$ cat src/rtl/fb_access_arbiter_pkg.sv
// Shared definitions for the frame-buffer access arbiter: default geometry,
// read-pipe depth, round-robin pointer type and RGB444 field helpers.
package fb_access_arbiter_pkg;

  localparam int FB_ADDR_W   = 17;
  localparam int FB_DATA_W   = 12;
  localparam int FB_DEPTH_PX = 76800;
  localparam int RD_LAT      = 3;

  typedef enum logic {
    RR_W0 = 1'b0,
    RR_W1 = 1'b1
  } rr_e;

  function automatic logic [3:0] rgb444_r(input logic [11:0] px);
    return px[11:8];
  endfunction

  function automatic logic [3:0] rgb444_g(input logic [11:0] px);
    return px[7:4];
  endfunction

  function automatic logic [3:0] rgb444_b(input logic [11:0] px);
    return px[3:0];
  endfunction

endpackage

$ cat src/rtl/fb_starve_mon.sv
// Per-writer starvation monitor: counts consecutive waiting cycles and raises a
// sticky flag once the count reaches LIMIT.
module fb_starve_mon #(
  parameter int LIMIT = 1024
) (
  input  logic clk,
  input  logic reset_n,
  input  logic valid,
  input  logic ready,
  output logic starve
);

  localparam int CNT_W = $clog2(LIMIT + 1);
  localparam logic [CNT_W-1:0] LIMIT_C = CNT_W'(LIMIT);

  logic [CNT_W-1:0] cnt;

  always_ff @(posedge clk) begin
    if (!reset_n) begin
      cnt    <= '0;
      starve <= 1'b0;
    end else begin
      if (!valid || ready) begin
        cnt <= '0;
      end else if (cnt != LIMIT_C) begin
        cnt <= cnt + 1'b1;
      end
      if (cnt == LIMIT_C) begin
        starve <= 1'b1;
      end
    end
  end

endmodule

$ cat src/rtl/fb_access_arbiter.sv
// Single-port frame-buffer arbiter: VGA reads have absolute priority with a fixed
// 3-cycle latency; the game writer and the clear engine round-robin the idle slots.
module fb_access_arbiter
  import fb_access_arbiter_pkg::*;
#(
  parameter int ADDR_W       = FB_ADDR_W,
  parameter int DATA_W       = FB_DATA_W,
  parameter int FB_DEPTH     = FB_DEPTH_PX,
  parameter int STARVE_LIMIT = 1024
) (
  input  logic              clk,
  input  logic              reset_n,
  input  logic              vga_rd_en,
  input  logic [ADDR_W-1:0] vga_rd_addr,
  output logic              vga_rd_valid,
  output logic [DATA_W-1:0] vga_rd_data,
  input  logic              w0_valid,
  input  logic [ADDR_W-1:0] w0_addr,
  input  logic [DATA_W-1:0] w0_data,
  output logic              w0_ready,
  input  logic              w1_valid,
  input  logic [ADDR_W-1:0] w1_addr,
  input  logic [DATA_W-1:0] w1_data,
  output logic              w1_ready,
  output logic              mem_en,
  output logic              mem_we,
  output logic [ADDR_W-1:0] mem_addr,
  output logic [DATA_W-1:0] mem_wdata,
  input  logic [DATA_W-1:0] mem_rdata,
  output logic [1:0]        starve_err,
  output logic              addr_err
);

  localparam logic [ADDR_W-1:0] DEPTH_A = ADDR_W'(FB_DEPTH);

  rr_e               rr_q;
  logic              grant_w0;
  logic              grant_w1;
  logic              wr_acc;
  logic              wr_ok;
  logic [ADDR_W-1:0] wr_addr;
  logic [DATA_W-1:0] wr_data;
  logic [RD_LAT-1:0] rd_vld_p;

  // Stage 0: combinational grant; readies are forced low while in reset
  always_comb begin
    grant_w0 = 1'b0;
    grant_w1 = 1'b0;
    if (reset_n && !vga_rd_en) begin
      if (w0_valid && (!w1_valid || rr_q == RR_W0)) begin
        grant_w0 = 1'b1;
      end else if (w1_valid) begin
        grant_w1 = 1'b1;
      end
    end
  end

  assign w0_ready = grant_w0;
  assign w1_ready = grant_w1;
  assign wr_acc   = grant_w0 | grant_w1;
  assign wr_addr  = grant_w1 ? w1_addr : w0_addr;
  assign wr_data  = grant_w1 ? w1_data : w0_data;
  assign wr_ok    = (wr_addr < DEPTH_A);

  // Stage 1: registered RAM issue, round-robin pointer and address error
  always_ff @(posedge clk) begin
    if (!reset_n) begin
      mem_en    <= 1'b0;
      mem_we    <= 1'b0;
      mem_addr  <= '0;
      mem_wdata <= '0;
      rr_q      <= RR_W0;
      addr_err  <= 1'b0;
    end else begin
      mem_en <= vga_rd_en | (wr_acc & wr_ok);
      mem_we <= ~vga_rd_en & wr_acc & wr_ok;
      if (vga_rd_en) begin
        mem_addr <= vga_rd_addr;
      end else if (wr_acc && wr_ok) begin
        mem_addr  <= wr_addr;
        mem_wdata <= wr_data;
      end
      if (grant_w0) begin
        rr_q <= RR_W1;
      end else if (grant_w1) begin
        rr_q <= RR_W0;
      end
      if (wr_acc && !wr_ok) begin
        addr_err <= 1'b1;
      end
    end
  end

  // Stages 1..3: read-valid shift register; data captured as the RAM returns it
  always_ff @(posedge clk) begin
    if (!reset_n) begin
      rd_vld_p    <= '0;
      vga_rd_data <= '0;
    end else begin
      rd_vld_p <= {rd_vld_p[RD_LAT-2:0], vga_rd_en};
      if (rd_vld_p[RD_LAT-2]) begin
        vga_rd_data <= mem_rdata;
      end
    end
  end

  assign vga_rd_valid = rd_vld_p[RD_LAT-1];

  fb_starve_mon #(.LIMIT(STARVE_LIMIT)) u_starve_w0 (
    .clk     (clk),
    .reset_n (reset_n),
    .valid   (w0_valid),
    .ready   (w0_ready),
    .starve  (starve_err[0])
  );

  fb_starve_mon #(.LIMIT(STARVE_LIMIT)) u_starve_w1 (
    .clk     (clk),
    .reset_n (reset_n),
    .valid   (w1_valid),
    .ready   (w1_ready),
    .starve  (starve_err[1])
  );

endmodule

$ cat config.mk
export PLATFORM = sky130hd
export DESIGN_NAME = fb_access_arbiter
export DESIGN_NICKNAME = d
export VERILOG_FILES = /design/src/rtl/fb_access_arbiter_pkg.sv /design/src/rtl/fb_starve_mon.sv /design/src/rtl/fb_access_arbiter.sv
export SDC_FILE = /design/constraint.sdc
export NUM_CORES = 1
export LEC_CHECK = 0
export CAP_MARGIN = 20
export CORE_MARGIN = 2
export CORE_UTILIZATION = 39
export DETAILED_ROUTE_END_ITERATION = 7
export GPL_TIMING_DRIVEN = 0
export PLACE_DENSITY = 0.77
export SYNTH_ARGS = -nofsm -noshare
export SYNTH_HDL_FRONTEND = slang
export SYNTH_HIERARCHICAL = 1
export SYNTH_SLANG_ARGS = --single-unit
$ cat constraint.sdc
create_clock -name clk -period 1.8 [get_ports clk]
set_input_delay 0.54 -clock clk [delete_from_list [all_inputs] [get_ports clk]]
set_output_delay 0.54 -clock clk [all_outputs]
set_load 0.005 [all_outputs]
==> results.py <==
metrics = {
    "worst_setup_path": {
        "startpoint_type": "input port",
        "arrival_ns": 1.28,
        "rrSetupSlack_ns": 0.06,
        "timing.rr.start": "rr_q",
        "crit_slowest_cell": "buf_8",
        "path_common_cell": "buf_8",
        "r2r_end": "mem_wdata[3]",
        "path_max_fanout": 3,
        "rr_worst_depth": 9,
        "cpPeakStageDelay_ns": 0.15,
        "worstPathRequired_ns": 1.26,
        "crit_path_end_kind": "output pin",
        "worstPathCellList": "buf_2 > nor2b_4 > nand3_2 > buf_8 > inv_12 > buf_8 > buf_6",
        "criticalPathCategory": "in2out",
    },
    "sta": {
        "relSlewSlack_pct": 54.70,
        "worst_slack_ns": -0.01899,
        "fin_hold_ws_ns": 0.4498,
        "report.final.slew_viol_count": 0,
        "setup_viol_count_final": 2,
        "period_share_pct": 101.1,
        "min_period_ns": 1.819,
        "fmax_mhz": 549.8,
        "tightestPinTransition_ns": 0.6794,
        "finalClockSkew_ns": 0.007310,
        "timing.final.hold_violations": 0,
        "rsz0062_at_grt": "true",
    },
    "logic_synthesis": {
        "syn_area_sq_um": 3363,
        "synth_warnings": 6,
        "synthFlopType": "dfxtp_1",
        "syn-num-nets": 461,
        "netlist_instances": 365,
        "synth_edf_count": 0,
        "ys_seq_area_share_pct": 42.86,
        "async_flop_share_pct": 0,
        "synth_cell_types": 43,
        "synth_area_leaders": "dfxtp_1, mux2i_1, nand2_1, nand4_1, nor2_1",
        "ys_ff_latch": 72,
        "synth_top_area_share_pct": 42.86,
        "avgSynthCellArea_sq_um": 9.214,
        "yosysTopAreaCell": "dfxtp_1",
    },
    "power_and_ir_drop": {
        "pwr-share-clk_pct": 41.9,
        "switchingPower_mw": 0.9435,
        "power_density_nw_per_um2": 746.8,
        "power.internal_mw": 3.156,
        "p_comb_share_pct": 16.7,
        "totalPowerFinal_mw": 4.100,
        "p_leak_nw": 2.171,
        "irDropWorstVdd_mv": 0.5209,
        "p_sw_share_pct": 23.01,
        "seq_power_share_pct": 41.4,
    },
    "min_path": {
        "min_path_cells": 1,
        "hold_path_end": "rd_vld_p[1]",
        "min_from": "rd_vld_p[0]",
        "hp-class": "reg2reg",
    },
    "finish": {
        "design_area_sq_um": 5490,
        "drive_above_1_share_pct": 16.73,
        "stdcell_count": 643,
        "area_delta_synth_final_pct": 63.24,
        "diodes": 0,
        "num-nets-final": 629,
    },
    "run": {
        "maxCapViolCount": 0,
    },
    "placed_design": {
        "dp.cells": 610,
        "gp_congestion": 0.8231,
        "io_buffers": 140,
        "placed_area_sq_um": 4910,
        "hpwlAfterDp_um": 7587,
        "place_ws_ns": -1.302,
    },
    "global_route": {
        "grt_pass1_wl_um": 17170,
        "grt_pass1_vias": 3543,
        "grt_use_total_pct": 22.61,
        "antenna_found_initial": 0,
        "grt_max_degree": 13,
        "grt.overflow.total": 0,
    },
    "detailed_routing": {
        "drc": 0,
        "vias": 3495,
        "wl_um": 10870,
        "drtAntennaViolNets": 0,
        "drt_first_iter_violations": 139,
        "drt_pre_antenna_iters": 4,
        "vias_per_cell": 5.435,
        "wl_per_cell_um": 16.91,
    },
    "die": {
        "fp.dieW_um": 96.87,
        "dieArea_sq_um": 9383,
        "placement_rows": 33,
        "die_y_um": 96.87,
        "coreArea_sq_um": 8299,
        "ios": 141,
        "initial_core_util_pct": 40.52,
    },
    "clocking": {
        "ctsHtreeMaxLevel": 3,
        "cts.clk_slew.worst_paths_ns": 0.08,
        "hold_buffers": 0,
        "cts_tree": "done",
        "cts_buffers": 9,
        "cts_sinks": 72,
        "worstSkewPairLatency_ns": 0.35,
        "clock-root-buffer": "clkbuf_8",
        "clockBufferDepth": 2,
    },
    "outcome": {
        "status": "finished, violations left",
        "violations": "setup timing",
    },
}
layer usage:
layer	track usage, %	up-vias	share of wire [%]
met5	0	-	0
met4	8.017	0	1.9
met3	8.887	16	7.3
met2	39.05	119	50
met1	25.21	1672	40
li1	-	1688	-
final cells by class:
| type | instances | area [sq um] |
|---|---|---|
| repair buffers | 157 | 1553 |
| plain buffers | 21 | 157.7 |
| well taps | 105 | 131.4 |
| clock buffers | 10 | 137.6 |
| clock inverters | 6 | 130.1 |
| multi-input cells | 260 | 1877 |
| fillers | 623 | 2809 |
| inverters | 12 | 60.06 |
| flip-flops and latches | 72 | 1444 |
flip-flops by register name (all words and copies together), names as in the netlist, 3 cells and up:
signal,cells
mem_addr,17
mem_wdata,12
rd_vld_p,3
u_starve_w0/cnt,11
u_starve_w1/cnt,11
vga_rd_data,12
power by group through the flow:
stage               Sequential [mW]  Combinational (mW)  Clock [mW]
global route                   1.70               0.730        1.80
detailed placement             1.73               0.615           0
global placement               1.73               0.605           0
finish                         1.70               0.683        1.72
CTS                            1.70               0.644        1.73
floorplan                      1.73               0.220           0
worst max path at each step:
| stage | start | end | cells after the start | slack [ns] |
|---|---|---|---|---|
| 2_1_floorplan | reset_n | u_starve_w1/cnt[1] | 8 | 0.0004 |
| 3_3_place_gp | reset_n | w1_ready | 7 | -1.28 |
| 3_5_place_dp | reset_n | w1_ready | 7 | -1.30 |
| 4_1_cts | rr_q | w1_ready | 6 | -0.01 |
| 5_1_grt | rr_q | w1_ready | 6 | -0.07 |
| 6_report | vga_rd_en | w1_ready | 7 | -0.02 |
stage by stage:
step,setup TNS (ns),utilization (%)
after global routing,-0.1532,66.15
after CTS,-0.01193,64.06
final,-0.02552,66.15
after global placement,-50.98,59.16
after floorplan,0,-
after detailed placement,-52.97,59.16
critical path, delay by kind of cell:
family,cells,cell delay [ns]
buffers and inverters,5,0.49
AND/OR/NAND/NOR,2,0.25
cell families after synthesis:
| group | after synthesis | share of synthesized area, % |
|---|---|---|
| flops | 72 | 42.86 |
| mux | 30 | 8.966 |
| fa+ha+maj | 4 | 1.488 |
| buf+inv | 33 | 5.134 |
| simple gates | 148 | 23.03 |
| xor+xnor | 6 | 1.562 |
| compound gates | 72 | 16.96 |
Yosys cell counts (5+ instances only):
cell type  instances
dfxtp_1           72
nand2_1           48
nor2_1            32
mux2i_1           29
nand4_1           22
a21oi_1           14
o311ai_1          13
nand3_1           11
inv_1             10
a311oi_1           8
o31ai_1            8
clkbuf_1           7
o21ai_0            7
buf_2              6
nor2b_1            6
or3_1              6
or4_1              6
a311oi_2           5
what timing repair did:
item / in CTS / in global routing
setup buffers: 11 / 5
endpoints found under the setup margin: 62 / 34
pin swaps: 6 / 9
cloned: 0 / 1
resized for setup: 60 / 26
cell usage in the layout (no fill, tap or decap), types with 7 or more instances in the layout:
master,n
nand2_1,48
o311ai_1,8
nand4_1,22
o31ai_1,8
buf_4,17
o311ai_2,8
a311oi_2,7
clkdlybuf4s50_1,114
o21ai_0,7
dlymetal6s2s_1,9
nor2_1,31
dfxtp_1,70
a21oi_1,14
inv_1,10
mux2i_1,29
dlygate4sd2_1,11
clkbuf_8,10
nand3_1,10
Note: power is estimated with default switching activity, not from simulation.
